### src/rtl/mem_access_unit.sv
// Load/store unit between a pipeline request port and a single-ported data memory.
// Sub-word stores use read-modify-write; misaligned or illegal-size requests complete with an error.
module mem_access_unit #(
  parameter int ADDR_WIDTH = 16
) (
  input  logic                  clk,
  input  logic                  rst_n,
  input  logic                  req_valid,
  output logic                  req_ready,
  input  logic                  req_write,
  input  logic [1:0]            req_size,
  input  logic                  req_signed,
  input  logic [ADDR_WIDTH+1:0] req_addr,
  input  logic [31:0]           req_wdata,
  output logic                  rsp_valid,
  output logic [31:0]           rsp_rdata,
  output logic                  rsp_err,
  output logic [ADDR_WIDTH-1:0] mem_address,
  output logic [31:0]           mem_data_in,
  output logic                  mem_write,
  output logic                  mem_read,
  input  logic [31:0]           mem_data_out,
  input  logic                  mem_stall
);

  localparam logic [1:0] SIZE_BYTE = 2'b00;
  localparam logic [1:0] SIZE_HALF = 2'b01;
  localparam logic [1:0] SIZE_WORD = 2'b10;

  typedef enum logic [2:0] {
    IDLE,
    RD,
    RD_DATA,
    WR,
    RMW_RD,
    RMW_MERGE,
    RMW_WR,
    RESP
  } state_t;

  state_t state_q, state_d;

  logic                  write_q;
  logic [1:0]            size_q;
  logic                  signed_q;
  logic [ADDR_WIDTH+1:0] addr_q;
  logic [31:0]           wdata_q;
  logic [31:0]           merged_q;
  logic [31:0]           rdata_q;
  logic                  err_q;

  logic                  accept;
  logic                  req_bad;
  logic [1:0]            lane;

  // Alignment rules: halfwords on even bytes, words on word boundaries, size 11 never legal.
  function automatic logic is_bad(input logic [1:0] size, input logic [1:0] low);
    logic bad;
    case (size)
      SIZE_BYTE: bad = 1'b0;
      SIZE_HALF: bad = low[0];
      SIZE_WORD: bad = (low != 2'b00);
      default:   bad = 1'b1;
    endcase
    return bad;
  endfunction

  function automatic logic [31:0] load_extract(input logic [31:0] word,
                                               input logic [1:0]  size,
                                               input logic        sgn,
                                               input logic [1:0]  byte_lane);
    logic [31:0] sh;
    logic [31:0] res;
    sh = word >> {byte_lane, 3'b000};
    case (size)
      SIZE_BYTE: res = {{24{sgn & sh[7]}}, sh[7:0]};
      SIZE_HALF: res = {{16{sgn & sh[15]}}, sh[15:0]};
      default:   res = word;
    endcase
    return res;
  endfunction

  function automatic logic [31:0] store_merge(input logic [31:0] word,
                                              input logic [31:0] wdata,
                                              input logic [1:0]  size,
                                              input logic [1:0]  byte_lane);
    logic [31:0] mask;
    logic [31:0] data;
    mask = (size == SIZE_BYTE) ? (32'h0000_00FF << {byte_lane, 3'b000})
                               : (32'h0000_FFFF << {byte_lane, 3'b000});
    data = wdata << {byte_lane, 3'b000};
    return (word & ~mask) | (data & mask);
  endfunction

  assign accept  = req_valid && (state_q == IDLE);
  assign req_bad = is_bad(req_size, req_addr[1:0]);
  assign lane    = addr_q[1:0];

  // NOTE: state is held in flops written only with non-blocking assignments, so every
  // always_ff reads the pre-edge value of its neighbours regardless of evaluation order.
  always_ff @(posedge clk or negedge rst_n) begin
    if (!rst_n) begin
      state_q <= IDLE;
    end else begin
      state_q <= state_d;
    end
  end

  // NOTE: state_d gets a default before the case so no path leaves it unassigned (no latch).
  always_comb begin
    state_d = state_q;
    case (state_q)
      IDLE: begin
        if (req_valid) begin
          if (req_bad)                     state_d = RESP;
          else if (!req_write)             state_d = RD;
          else if (req_size == SIZE_WORD)  state_d = WR;
          else                             state_d = RMW_RD;
        end
      end
      RD:        if (!mem_stall) state_d = RD_DATA;
      RD_DATA:   state_d = RESP;
      WR:        if (!mem_stall) state_d = RESP;
      RMW_RD:    if (!mem_stall) state_d = RMW_MERGE;
      RMW_MERGE: state_d = RMW_WR;
      RMW_WR:    if (!mem_stall) state_d = RESP;
      RESP:      state_d = IDLE;
      default:   state_d = IDLE;
    endcase
  end

  // Request fields are captured only at accept, so the memory address stays put for the whole request.
  always_ff @(posedge clk or negedge rst_n) begin
    if (!rst_n) begin
      write_q  <= 1'b0;
      size_q   <= SIZE_BYTE;
      signed_q <= 1'b0;
      addr_q   <= '0;
      wdata_q  <= '0;
      merged_q <= '0;
      rdata_q  <= '0;
      err_q    <= 1'b0;
    end else begin
      if (accept) begin
        write_q  <= req_write;
        size_q   <= req_size;
        signed_q <= req_signed;
        addr_q   <= req_addr;
        wdata_q  <= req_wdata;
        err_q    <= req_bad;
        rdata_q  <= '0;
      end
      if (state_q == RD_DATA) begin
        rdata_q <= load_extract(mem_data_out, size_q, signed_q, lane);
      end
      if (state_q == RMW_MERGE) begin
        merged_q <= store_merge(mem_data_out, wdata_q, size_q, lane);
      end
    end
  end

  // Memory strobes come from state alone; read and write states are disjoint.
  always_comb begin
    req_ready   = 1'b0;
    rsp_valid   = 1'b0;
    rsp_err     = 1'b0;
    rsp_rdata   = '0;
    mem_read    = 1'b0;
    mem_write   = 1'b0;
    mem_data_in = '0;
    case (state_q)
      IDLE:   req_ready = 1'b1;
      RD:     mem_read  = 1'b1;
      RMW_RD: mem_read  = 1'b1;
      WR: begin
        mem_write   = 1'b1;
        mem_data_in = wdata_q;
      end
      RMW_WR: begin
        mem_write   = 1'b1;
        mem_data_in = merged_q;
      end
      RESP: begin
        rsp_valid = 1'b1;
        rsp_err   = err_q;
        rsp_rdata = (err_q || write_q) ? 32'h0 : rdata_q;
      end
      default: ;
    endcase
  end

  assign mem_address = addr_q[ADDR_WIDTH+1:2];

endmodule

### config.mk
export PLATFORM = sky130hd
export DESIGN_NAME = mem_access_unit
export DESIGN_NICKNAME = d
export VERILOG_FILES = /design/src/rtl/mem_access_unit.sv
export SDC_FILE = /design/constraint.sdc
export NUM_CORES = 1
export LEC_CHECK = 0
export CAP_MARGIN = 20
export CORE_MARGIN = 2
export CORE_UTILIZATION = 45
export DETAILED_ROUTE_END_ITERATION = 10
export PLACE_DENSITY_LB_ADDON = 0.15
export RECOVER_POWER = 25
export SYNTH_ARGS = -nofsm -noshare
export SYNTH_HDL_FRONTEND = slang
export SYNTH_SLANG_ARGS = --single-unit
export TNS_END_PERCENT = 30
### constraint.sdc
create_clock -name clk -period 3.5 [get_ports clk]
set_input_delay 0.7 -clock clk [delete_from_list [all_inputs] [get_ports clk]]
set_output_delay 0.7 -clock clk [all_outputs]
set_load 0.01 [all_outputs]
==> run_results.csv <==
group,metric,value,unit
outcome,status,"finished, violations left",
outcome,violations,"capacitance limit, slew limit",
placement,place_inst,1021,
synthesis,synth_ff_type,"dfrtp_1",
floorplan,die_area,15300,um^2
synthesis,synth_compound_area_share,18.2,%
worst_hold_path,min_delay_worst_endpoint,"addr_q[11]",
setup_path,cp-startpoint,"state_q[1]",
timing,setup_violations,0,
floorplan,rows,43,
setup_path,arrival,2.47,ns
timing,hold_viol_final,0,
setup_path,max_stage_delay,0.59,ns
pwr,vdd.ir_drop.worst,0.000375,V
final_layout,final_common_cell,"nand2_1",
timing,clock_skew,0.00678,ns
clocking,cts-root-buf,"clkbuf_16",
synthesis,synth_edf_count,0,
synthesis,synthSimpleGateAreaFrac,22.9,%
global_route,globalRouteTotalUtil,25.3,%
synthesis,seq_area_frac_synth,47.4,%
floorplan,fp.dieW,124,um
global_route,grt_pass1_vias,5456,
setup_path,cp.required,2.80,ns
setup_path,path_cells,"and3_1 > nor3b_2 > buf_4 > and2_1 > clkdlybuf4s50_1",
timing,holdWs,0.478,ns
timing,period_minus_slack,3.17,ns
pwr,p_leak,3.94,nW
route,firstDrtPassIters,5,
synthesis,synth_cell_types,45,
synthesis,synth_adder_area_share,0,%
route,vias_per_cell,5.48,
placement,dp_hpwl,13500,um
global_route,grt_remaining_overflow,0,
synthesis,postSynthCellCount,722,
placement,gp_congestion,0.894,
setup_path,critPathLaunchType,"register",
setup_path,rr_endpoint,"rdata_q[23]",
floorplan,initial_core_util,46.2,%
synthesis,synthMuxAreaShare,5.65,%
worst_hold_path,holdCritStartpoint,"addr_q[11]",
route,drt_wl_total,18800,um
floorplan,die_h,124,um
worst_hold_path,hold_path_class,"register to register",
synthesis,synth_top_family_by_area,"simple AND/OR/NAND/NOR gates",
clocking,clk_latency,0.42,ns
floorplan,io_pins,175,
clocking,htreeDepth,4,
synthesis,ys.warnings.count,0,
final_layout,syn_to_final_growth,36.9,%
setup_path,critPathKind,"register to output port",
setup_path,crit_fanout,32,
clocking,post-cts-setup-buffer-count,0,
final_layout,fin_nets,951,
timing,slew_headroom,-69.4,%
setup_path,timing.critical_path.buf_inv,2,
clocking,cts_made_buffers,17,
clocking,clkTransAtPathRegs,0.06,ns
timing,maxSlewViolCount,47,
synthesis,synth.net_count,812,
pwr,power.density,840,nW/um^2
synthesis,netlist_area,6440,um^2
route,first_iter_violations,405,
floorplan,core_area,13900,um^2
global_route,grt_max_degree,65,
setup_path,cp_slowest_cell,"dfrtp_1",
timing,tightest_slew,2.54,ns
setup_path,end_kind,"output port",
timing,fmax,315,MHz
job,maxCapViolCount,1,
setup_path,r2r_slack,1.07,ns
global_route,grt_pass1_wl,29200,um
clocking,clockBufferDepth,2,
placement,postPlaceCellArea,8160,um^2
timing,finalSetupTns,0,ns
clocking,cts_tree,"done",
synthesis,synthXorXnorAreaFrac,0.136,%
clocking,clock_sinks,122,
clocking,hold_buffers,0,
setup_path,cp_top_family,"buffers and inverters",
setup_path,worstRegToRegCells,5,
synthesis,yosys_register_bits,122,
timing,period_share,90.6,%
route,wl_per_cell,17.8,um
synthesis,syn_area_per_cell,8.92,um^2
timing,rsz0062_at_grt,"no",
route,via_count,5771,
final_layout,drive_above_1_share,6.86,%
final_layout,n_antenna_cell,0,
final_layout,design_area,8820,um^2
final_layout,final_cell_mix,"nand2_1 (202), clkdlybuf4s50_1 (173), dfrtp_1 (122), nor2_1 (57), and2_1 (42)",
final_layout,fin_util,63.3,%
clocking,ctsResizeCount,0,
route,drc,0,
route,ant_nets,0,
synthesis,async_flop_share,100,%
placement,io_buffers,174,
worst_hold_path,whs_path_depth,2,
final_layout,instances_no_fill,1054,
setup_path,worstReg2RegStart,"addr_q[0]",
global_route,antenna_found_initial,0,
-- report_power, final --
part	switching, mW	internal (mW)	leakage [nW]
clock	0.656	1.28	0.309
sequential	0.577	1.99	1.55
combinational	1.45	1.45	2.08
total	2.68	4.72	3.94
-- tightest hold or removal path: stages, from the launching register on --
cell and delay [ns]:
dfrtp_1 0.34, nand2_1 0.05, nand2_1 0.06
-- final cells by class --
| class | count | area (um^2) |
|---|---|---|
| Fill cell | 1194 | 5120 |
| Clock buffer | 18 | 439 |
| Timing Repair Buffer | 189 | 1840 |
| Multi-Input combinational cell | 530 | 3030 |
| Inverter | 1 | 3.75 |
| Clock inverter | 14 | 220 |
| Tap cell | 180 | 225 |
| Sequential cell | 122 | 3050 |
-- synthesized netlist by cell type, drive strengths merged (9+ instances only) --
master / count / area [um^2]
nor3b: 10 / 75.1
and2: 43 / 269
nor2: 60 / 233
buf: 42 / 265
nand2: 204 / 768
a21oi: 17 / 96.4
a221o: 16 / 160
mux2i: 33 / 330
o21ai: 36 / 180
dfrtp: 122 / 3050
a22o: 39 / 342
o41ai: 9 / 78.8
clkbuf: 27 / 103
-- per-layer routing --
layer  vias up  part of all wire (%)  track usage (%)
met5         -                     0                0
met4         0                   1.9             9.09
met3        26                   5.8             5.22
met2       206                    47             39.0
met1      2784                    45             35.5
li1       2755                     -                -
-- flip-flops by register name, summed over array words and instances, names as in the netlist --
name / cells
merged_q: 32
size_q: 2
write_q: 1
state_q: 3
err_q: 1
wdata_q: 32
signed_q: 1
addr_q: 18
rdata_q: 32
-- kinds of logic (layout without fill, tap and decap cells) --
kind of cell	after synthesis	count (layout)
AND/OR/NAND/NOR	339	339
AO/OA/AOI/OAI	155	155
flip-flops	122	122
buffers and inverters	70	222
multiplexers	35	35
XOR/XNOR	1	1
-- how the worst max path moves through the flow --
| stage | to | slack (ns) | cells past startpoint |
|---|---|---|---|
| floorplan | rsp_rdata[10] | 1.42 | 4 |
| global placement | rsp_rdata[24] | 0.89 | 5 |
| detailed placement | rsp_rdata[22] | 0.79 | 5 |
| CTS | rsp_rdata[23] | 0.32 | 5 |
| global route | rsp_rdata[14] | 0.21 | 5 |
| finish | rsp_rdata[23] | 0.33 | 5 |
-- stage by stage --
step	total power [mW]	setup slack (ns)
global placement	5.38	0.890
floorplan	4.34	1.42
finish	7.40	0.329
global route	7.90	0.214
detailed placement	5.47	0.787
CTS	7.45	0.324
(Power assumes the default switching activity.)
